## src/rtl/wb_regfile_pkg.sv

```systemverilog
// Shared register-file bus widths and constants for the write-back register file.
// The HI/LO extension is controlled by the WB_HILO_EN macro in wb_regfile.sv.
package wb_regfile_pkg;

  localparam int REG_DATA_BUS = 32;
  localparam int REG_ADDR_BUS = 5;
  localparam int REG_NUM      = 32;

  localparam logic [REG_ADDR_BUS-1:0] ZERO_REG_ADDR = 5'd0;
  localparam logic [REG_DATA_BUS-1:0] ZERO_WORD     = 32'd0;

  // Address match used for the write-through bypass.
  function automatic logic addr_match(input logic [REG_ADDR_BUS-1:0] a,
                                      input logic [REG_ADDR_BUS-1:0] b);
    return a == b;
  endfunction

endpackage

```

## src/rtl/wb_regfile_read_port.sv

```systemverilog
// Combinational read mux: reset, enable, zero register, same-cycle write bypass,
// then stored value. ZERO_GATE=0 turns off the register-0 rule (used for HI/LO).
module wb_regfile_read_port
  import wb_regfile_pkg::*;
#(
  parameter int DATA_W    = REG_DATA_BUS,
  parameter int ADDR_W    = REG_ADDR_BUS,
  parameter bit ZERO_GATE = 1'b1
) (
  input  logic              rst,
  input  logic              read_en,
  input  logic [ADDR_W-1:0] read_addr,
  input  logic              write_en,
  input  logic [ADDR_W-1:0] write_addr,
  input  logic [DATA_W-1:0] write_data,
  input  logic [DATA_W-1:0] array_data,
  output logic [DATA_W-1:0] read_data
);

  logic is_zero;
  logic hit;

  assign is_zero = ZERO_GATE && (read_addr == '0);
  assign hit     = write_en && (write_addr == read_addr);

  always_comb begin
    read_data = DATA_W'(ZERO_WORD);
    if (rst && read_en && !is_zero) begin
      if (hit) begin
        read_data = write_data;
      end else begin
        read_data = array_data;
      end
    end
  end

endmodule

```

## src/rtl/wb_regfile.sv

```systemverilog
// Architectural register file fed by write-back, two bypassed read ports.
// Define WB_HILO_EN to add the HI/LO multiply/divide result registers.
module wb_regfile
  import wb_regfile_pkg::*;
#(
  parameter int DATA_W   = REG_DATA_BUS,
  parameter int ADDR_W   = REG_ADDR_BUS,
  parameter int NUM_REGS = REG_NUM
) (
  input  logic              clk,
  input  logic              rst,
  input  logic              wb_reg_write_en,
  input  logic [ADDR_W-1:0] wb_reg_write_addr,
  input  logic [DATA_W-1:0] wb_reg_write_data,
  input  logic              reg1_read_en,
  input  logic [ADDR_W-1:0] reg1_read_addr,
  output logic [DATA_W-1:0] reg1_read_data,
  input  logic              reg2_read_en,
  input  logic [ADDR_W-1:0] reg2_read_addr,
`ifdef WB_HILO_EN
  input  logic              wb_hi_write_en,
  input  logic              wb_lo_write_en,
  input  logic [DATA_W-1:0] wb_hi_write_data,
  input  logic [DATA_W-1:0] wb_lo_write_data,
  output logic [DATA_W-1:0] hi_read_data,
  output logic [DATA_W-1:0] lo_read_data,
`endif
  output logic [DATA_W-1:0] reg2_read_data
);

  if (NUM_REGS != (1 << ADDR_W)) begin : g_bad_num_regs
    $error("wb_regfile: NUM_REGS must equal 2**ADDR_W");
  end

  logic [DATA_W-1:0] regs [NUM_REGS];
  logic              wr_ok;

  assign wr_ok = wb_reg_write_en && (wb_reg_write_addr != ADDR_W'(ZERO_REG_ADDR));

  // Async clear also swallows any write strobe present while rst is low.
  always_ff @(posedge clk or negedge rst) begin
    if (!rst) begin
      for (int i = 0; i < NUM_REGS; i++) begin
        regs[i] <= '0;
      end
    end else if (wr_ok) begin
      regs[wb_reg_write_addr] <= wb_reg_write_data;
    end
  end

  wb_regfile_read_port #(
    .DATA_W   (DATA_W),
    .ADDR_W   (ADDR_W),
    .ZERO_GATE(1'b1)
  ) u_port1 (
    .rst       (rst),
    .read_en   (reg1_read_en),
    .read_addr (reg1_read_addr),
    .write_en  (wb_reg_write_en),
    .write_addr(wb_reg_write_addr),
    .write_data(wb_reg_write_data),
    .array_data(regs[reg1_read_addr]),
    .read_data (reg1_read_data)
  );

  wb_regfile_read_port #(
    .DATA_W   (DATA_W),
    .ADDR_W   (ADDR_W),
    .ZERO_GATE(1'b1)
  ) u_port2 (
    .rst       (rst),
    .read_en   (reg2_read_en),
    .read_addr (reg2_read_addr),
    .write_en  (wb_reg_write_en),
    .write_addr(wb_reg_write_addr),
    .write_data(wb_reg_write_data),
    .array_data(regs[reg2_read_addr]),
    .read_data (reg2_read_data)
  );

`ifdef WB_HILO_EN
  logic [DATA_W-1:0] hi_q;
  logic [DATA_W-1:0] lo_q;

  always_ff @(posedge clk or negedge rst) begin
    if (!rst) begin
      hi_q <= '0;
      lo_q <= '0;
    end else begin
      if (wb_hi_write_en) hi_q <= wb_hi_write_data;
      if (wb_lo_write_en) lo_q <= wb_lo_write_data;
    end
  end

  // Single-entry ports: addresses tied equal so the bypass depends only on the enable.
  wb_regfile_read_port #(
    .DATA_W   (DATA_W),
    .ADDR_W   (1),
    .ZERO_GATE(1'b0)
  ) u_hi_port (
    .rst       (rst),
    .read_en   (1'b1),
    .read_addr (1'b0),
    .write_en  (wb_hi_write_en),
    .write_addr(1'b0),
    .write_data(wb_hi_write_data),
    .array_data(hi_q),
    .read_data (hi_read_data)
  );

  wb_regfile_read_port #(
    .DATA_W   (DATA_W),
    .ADDR_W   (1),
    .ZERO_GATE(1'b0)
  ) u_lo_port (
    .rst       (rst),
    .read_en   (1'b1),
    .read_addr (1'b0),
    .write_en  (wb_lo_write_en),
    .write_addr(1'b0),
    .write_data(wb_lo_write_data),
    .array_data(lo_q),
    .read_data (lo_read_data)
  );
`endif

endmodule

```

## config.mk

```make
export PLATFORM = sky130hd
export DESIGN_NAME = wb_regfile
export DESIGN_NICKNAME = d
export VERILOG_FILES = /design/src/rtl/wb_regfile_pkg.sv /design/src/rtl/wb_regfile_read_port.sv /design/src/rtl/wb_regfile.sv
export SDC_FILE = /design/constraint.sdc
export NUM_CORES = 2
export LEC_CHECK = 0
export BUFFER_PORTS_ARGS = -buffer_cell sky130_fd_sc_hd__buf_2
export CAP_MARGIN = 20
export CORE_MARGIN = 10
export CORE_UTILIZATION = 39
export CTS_CLUSTER_DIAMETER = 60
export CTS_CLUSTER_SIZE = 24
export DETAILED_ROUTE_END_ITERATION = 6
export PLACE_DENSITY = 0.57
export SYNTH_ARGS = -nofsm -noshare
export SYNTH_HDL_FRONTEND = slang
export SYNTH_SLANG_ARGS = --single-unit
```

## constraint.sdc

```tcl
create_clock -name clk -period 2.5 [get_ports clk]
set_clock_uncertainty 0.1 [all_clocks]
set_input_delay 0.125 -clock clk [delete_from_list [all_inputs] [get_ports clk]]
set_output_delay 0.125 -clock clk [all_outputs]
set_load 0.01 [all_outputs]
```

* After elaboration in Yosys (flattened, before gate mapping)
Cells that the tools add are included.
** Operators by class
- Bitwise operators :: 3
- Multiplexer cells :: 13
- Eq/ne operators :: 2
- Multipliers :: 0
- Order comparisons :: 4
- $add $sub $neg :: 0
- Divide/modulo/power cells :: 0
- Shift-type cells :: 0
- Reductions and logical operators :: 13
** Operators by type and width (number)
- bitwise mux 1024 bit :: 1
- binary-select mux 32 bit (select 5 bit) :: 2
- 2-to-1 mux 32 bit :: 9
- demux 32 bit (select 5 bit) :: 1
- greater-or-equal comparator 6 bit, second input constant :: 3
- inverter 5 -> 6 bit :: 3
- == test 5 bit :: 2
- zero test 5 bit :: 2
- logical AND 1 bit :: 8
- < comparator 6 x 1 -> 1 bit, second input constant :: 1
- nonzero test 5 bit :: 1
- zero test 1 bit :: 2
** Word-level totals
- Memories kept :: 0
- Output and inout bits :: 64
- ROM bits :: 0
- RAM bits :: 0
- Logic and storage cells :: 67
- Bits of input ports :: 52
- Register bits after elaboration :: 1024
- Bits in latches :: 0

* Logic depth before layout (Yosys ltp)
- Depth after elaboration :: 6
- Mapped depth :: 10

* Cells and area by module
A second synthesis with hierarchy kept.
** Unflattened totals
- Cells, all modules :: 4847
- Area total of the unflattened synthesis :: 57333.7 µm²
** By module, submodules not included
- wb_regfile :: area an instance 55937.4 µm², sequential area each 25624.6 µm², cells an instance 4601, times used 1
- wb_regfile_read_port :: area an instance 698.2 µm², sequential area each 0.0 µm², cells an instance 123, times used 2

* Worst setup path after synthesis
OpenSTA, ideal clock, no wires.
- Path type :: in2out
- Start :: input port reg2_read_addr[0]
- End :: output port reg2_read_data[10]
- Required time :: 2.275 ns
- Arrival :: 1.805 ns
- Slack :: 0.470 ns
- Stages on the path :: 7
- Path through :: buf_4 -> buf_2 -> buf_2 -> mux4_2 -> o22ai_1 -> nor2_1 -> a32o_1
** On the way
- Longest elaborated chain between the ends :: 6
** Ends and longest elaborated chain
- from (decl) :: RTL line wb_regfile.sv:19 : input logic [ADDR_W-1:0] reg2_read_addr,
- inverter 5 -> 6 bit (not written as such) :: RTL line wb_regfile.sv:77 : .array_data(regs[reg2_read_addr]),
- binary-select mux 32 bit (select 5 bit) :: RTL line wb_regfile.sv:77
- 2-to-1 mux 32 bit (not written as such) (2 in a row) :: RTL line wb_regfile.sv:77
- 2-to-1 mux 32 bit :: RTL line wb_regfile_read_port.sv:29 : if (hit) begin
- 2-to-1 mux 32 bit (*) :: RTL line wb_regfile_read_port.sv:28 : if (rst && read_en && !is_zero) begin
- to (decl) :: RTL line wb_regfile.sv:28 : output logic [DATA_W-1:0] reg2_read_data
Mark *: on every way between the ends. The rest lies on a longest branch, timed or not. The select of a mux whose other input is x is not followed.

* Final worst setup path
- Start :: register regs[242] (netlist bit)
- End :: output port reg1_read_data[18]
** On the way
- Longest elaborated chain between the ends :: 5
** Ends and longest elaborated chain
- from (decl) :: RTL line wb_regfile.sv:35 : logic [DATA_W-1:0] regs [NUM_REGS];
- from (signal, indexed assignment) :: RTL line wb_regfile.sv:47 : regs[wb_reg_write_addr] <= wb_reg_write_data;
- binary-select mux 32 bit (select 5 bit) :: RTL line wb_regfile.sv:62 : .array_data(regs[reg1_read_addr]),
- 2-to-1 mux 32 bit (not written as such) (2 in a row) :: RTL line wb_regfile.sv:62
- 2-to-1 mux 32 bit :: RTL line wb_regfile_read_port.sv:29
- 2-to-1 mux 32 bit :: RTL line wb_regfile_read_port.sv:28
- to (decl) :: RTL line wb_regfile.sv:17 : output logic [DATA_W-1:0] reg1_read_data,
No other way between the ends. The select of a mux whose other input is x is not followed.

==> run summary <==
status: complete, but fails checks
violated checks: setup timing
worst hold path type: in2reg
Worst Setup Slack, final: -0.4765 ns
post-detail-place hpwl: 129.7 mm
CTS Buf Count: 100
number of global-route vias before repair: 39117
period utilisation layout: 1.191
peak supply drop: 0.0006567 V
Yosys top cell by area: dfrtp_1
final hold vios: 0
Critical Path RT: 2.28 ns
fill count: 12387
Critical Path Source Type: flop
fmax: 0.3360 GHz
critical path class: reg2out
Die X: 397.0 um
RSZ-0062 raised after global routing: true
Leak: 0.02972 uW
final setup fails: 64
Core ar.: 141400 sq um
antenna violations before repair: 18
grt ovf: 0
area grow syn2layout: 21.30%
FF+latch count, synth: 1024
worst hold margin: 0.04670 ns
die area: 157600 sq um
total vias in the final route: 38397
Starting DRT DRC Count: 3559
FF-to-FF path depth: 3
R2R setup slack: 1.37 ns
Max-slew headroom: 0.3385
final WL: 202.0 mm
post-synthesis cell count: 3976
io pins: 116
Initial DRT Pass Iterations: 5
Worst-Margin Slew: 0.9923 ns
Warnings, synthesis: 0
die extent in y: 397.0 um
max_cap viols: 0
clk_lat worst skew: 0.73 ns
clk root buf: clkbuf_16
Biggest register: regs
Worst Path Max Fanout: 3
crit path from: regs[242]$_DFFE_PN0P_
GRT Util Overall: 0.2512
largest net degree at the start of global routing: 162
TNS Setup: -18.36 ns
Seq/Total Area, Yosys: 0.4624
vias per inst: 6.190
worst reg2reg startpoint: regs[400]$_DFFE_PN0P_
share of post-route cells with drive strength above 1: 0.5417
synthesized cell area: 55420 sq um
Mapped Avg Cell Area: 13.94 sq um
post-synthesis cell type count: 46
clock slew at reported path FFs: 0.08 ns
crit end category: primary output
syn_nets: 4028
CTS tree: yes
drt drc: 0
gp weighted congestion: 0.8558
biggest regs: regs (1024)
NumNets Final: 4275
top cell type's share of synthesized area: 0.4624
CP arrival: 2.75 ns
CTS max path bufs: 3
Pins Over Slew Limit: 0
CTS Sinks: 1024
DR WL/cell: 32.56 um
Setup WS pre-CTS: -0.8474 ns
first-pass GRT wire length: 291.0 mm
most frequent cells in the layout: dfrtp_1, mux2_2, mux2i_1
max FFs per register: 1024
Starting Density: 0.3919
Worst Setup EP: reg1_read_data[18]
commonest non-fill, non-tap cell in the layout: dfrtp_1
Area contributors post-synth: dfrtp_1, mux2_2, mux4_2, mux2i_1, a22oi_1
row cnt: 138
Max H-tree Level: 3
post-route antenna net violation count: 0
critical register-to-register path endpoint: regs[400]$_DFFE_PN0P_
Buffers on Ports: 115
post-layout min period: 2.977 ns
pwr/cell area: 741.9 nW/um^2
kinds of logic (layout without fill, tap and decap cells):
logic type,count (synthesis),count (layout),share of synthesized area
multiplexers,1728,1728,0.4085
flip-flops,1024,1024,0.4624
AO/OA/AOI/OAI,503,503,0.06543
buffers and inverters,460,793,0.03861
AND/OR/NAND/NOR,251,251,0.02346
XOR/XNOR,10,10,0.001581
other,0,4,0
Yosys cell counts (all sizes together):
cell type / instances
mux2: 1069
dfrtp: 1024
mux2i: 339
mux4: 320
clkbuf: 244
buf: 213
a22oi: 147
o22ai: 83
a21oi: 64
nor2: 53
nand2: 52
nor2b: 50
a211oi: 45
nand2b: 34
o311ai: 33
a32o: 32
a221oi: 26
nor3: 20
a22o: 19
a31oi: 19
o21ai: 19
nor4: 16
a21o: 14
xor2: 8
nand3: 6
nand3b: 5
nor3b: 4
or2: 4
and2: 3
inv: 3
xnor2: 2
a311oi: 1
and3: 1
and3b: 1
nor4b: 1
o31ai: 1
or3b: 1
per-layer routing:
metal	track usage	routed length [um]	up-vias
met5	0	123	-
met4	0.1076	9159	18
met3	0.04246	13160	381
met2	0.3913	92480	1399
met1	0.3450	87070	20782
li1	-	-	15817
worst min-delay path by stage:
stage	startpoint	to	cells after the start
after global routing	wb_reg_write_data[31]	regs[799]$_DFFE_PN0P_	2
after detailed placement	regs[1020]$_DFFE_PN0P_	regs[1020]$_DFFE_PN0P_	0
after floorplan	rst	regs[0]$_DFFE_PN0P_	0
after global placement	regs[993]$_DFFE_PN0P_	regs[993]$_DFFE_PN0P_	0
final	wb_reg_write_data[12]	regs[44]$_DFFE_PN0P_	2
after CTS	wb_reg_write_data[31]	regs[799]$_DFFE_PN0P_	2
where the power goes:
part / switching [uW] / leakage, uW / internal, uW
clock: 7870 / 0.00169 / 8550
combinational: 4740 / 0.0149 / 6750
sequential: 2250 / 0.0131 / 19700
total: 14900 / 0.0297 / 35000
worst max-delay path, stage by stage, from the launching register on:
cell      delay [ns]
dfrtp_1         0.40
mux4_2          0.46
mux2_4          0.30
a221oi_4        0.32
nor4_4          0.07
a21o_1          0.20
buf_12          0.14
buf_6           0.12
area by class of cell:
class / count / area [sq um] / area share
antenna: 4 / 10.01 / 0.0001489
clock buffer: 110 / 2633 / 0.03916
clock inverter: 78 / 929.6 / 0.01383
inverter: 3 / 13.76 / 0.0002048
multi-input combinational: 2492 / 29420 / 0.4376
sequential: 1024 / 25620 / 0.3812
tap: 1890 / 2365 / 0.03518
timing repair buffer: 602 / 6226 / 0.09262
per-stage QoR:
step / total power, uW / cell area, sq um / util / cells
after floorplan: 28880 / 55420 / - / 3976
after global routing: 51930 / 67210 / 0.4753 / 6199
after CTS: 49780 / 66680 / 0.4715 / 6183
after detailed placement: 32440 / 61040 / 0.4316 / 5900
after global placement: 32120 / 61040 / 0.4316 / 5900
final: 49870 / 67220 / 0.4753 / 6203
repair_timing:
item                        CTS  global route
gates resized for setup     277            71
hold buffers                 31             0
setup endpoints to repair    64            64
hold endpoints to repair   1045             0
setup buffers                85            20
pin swaps                    89            60
cloned                        0             1
(Power assumes the default switching activity.)
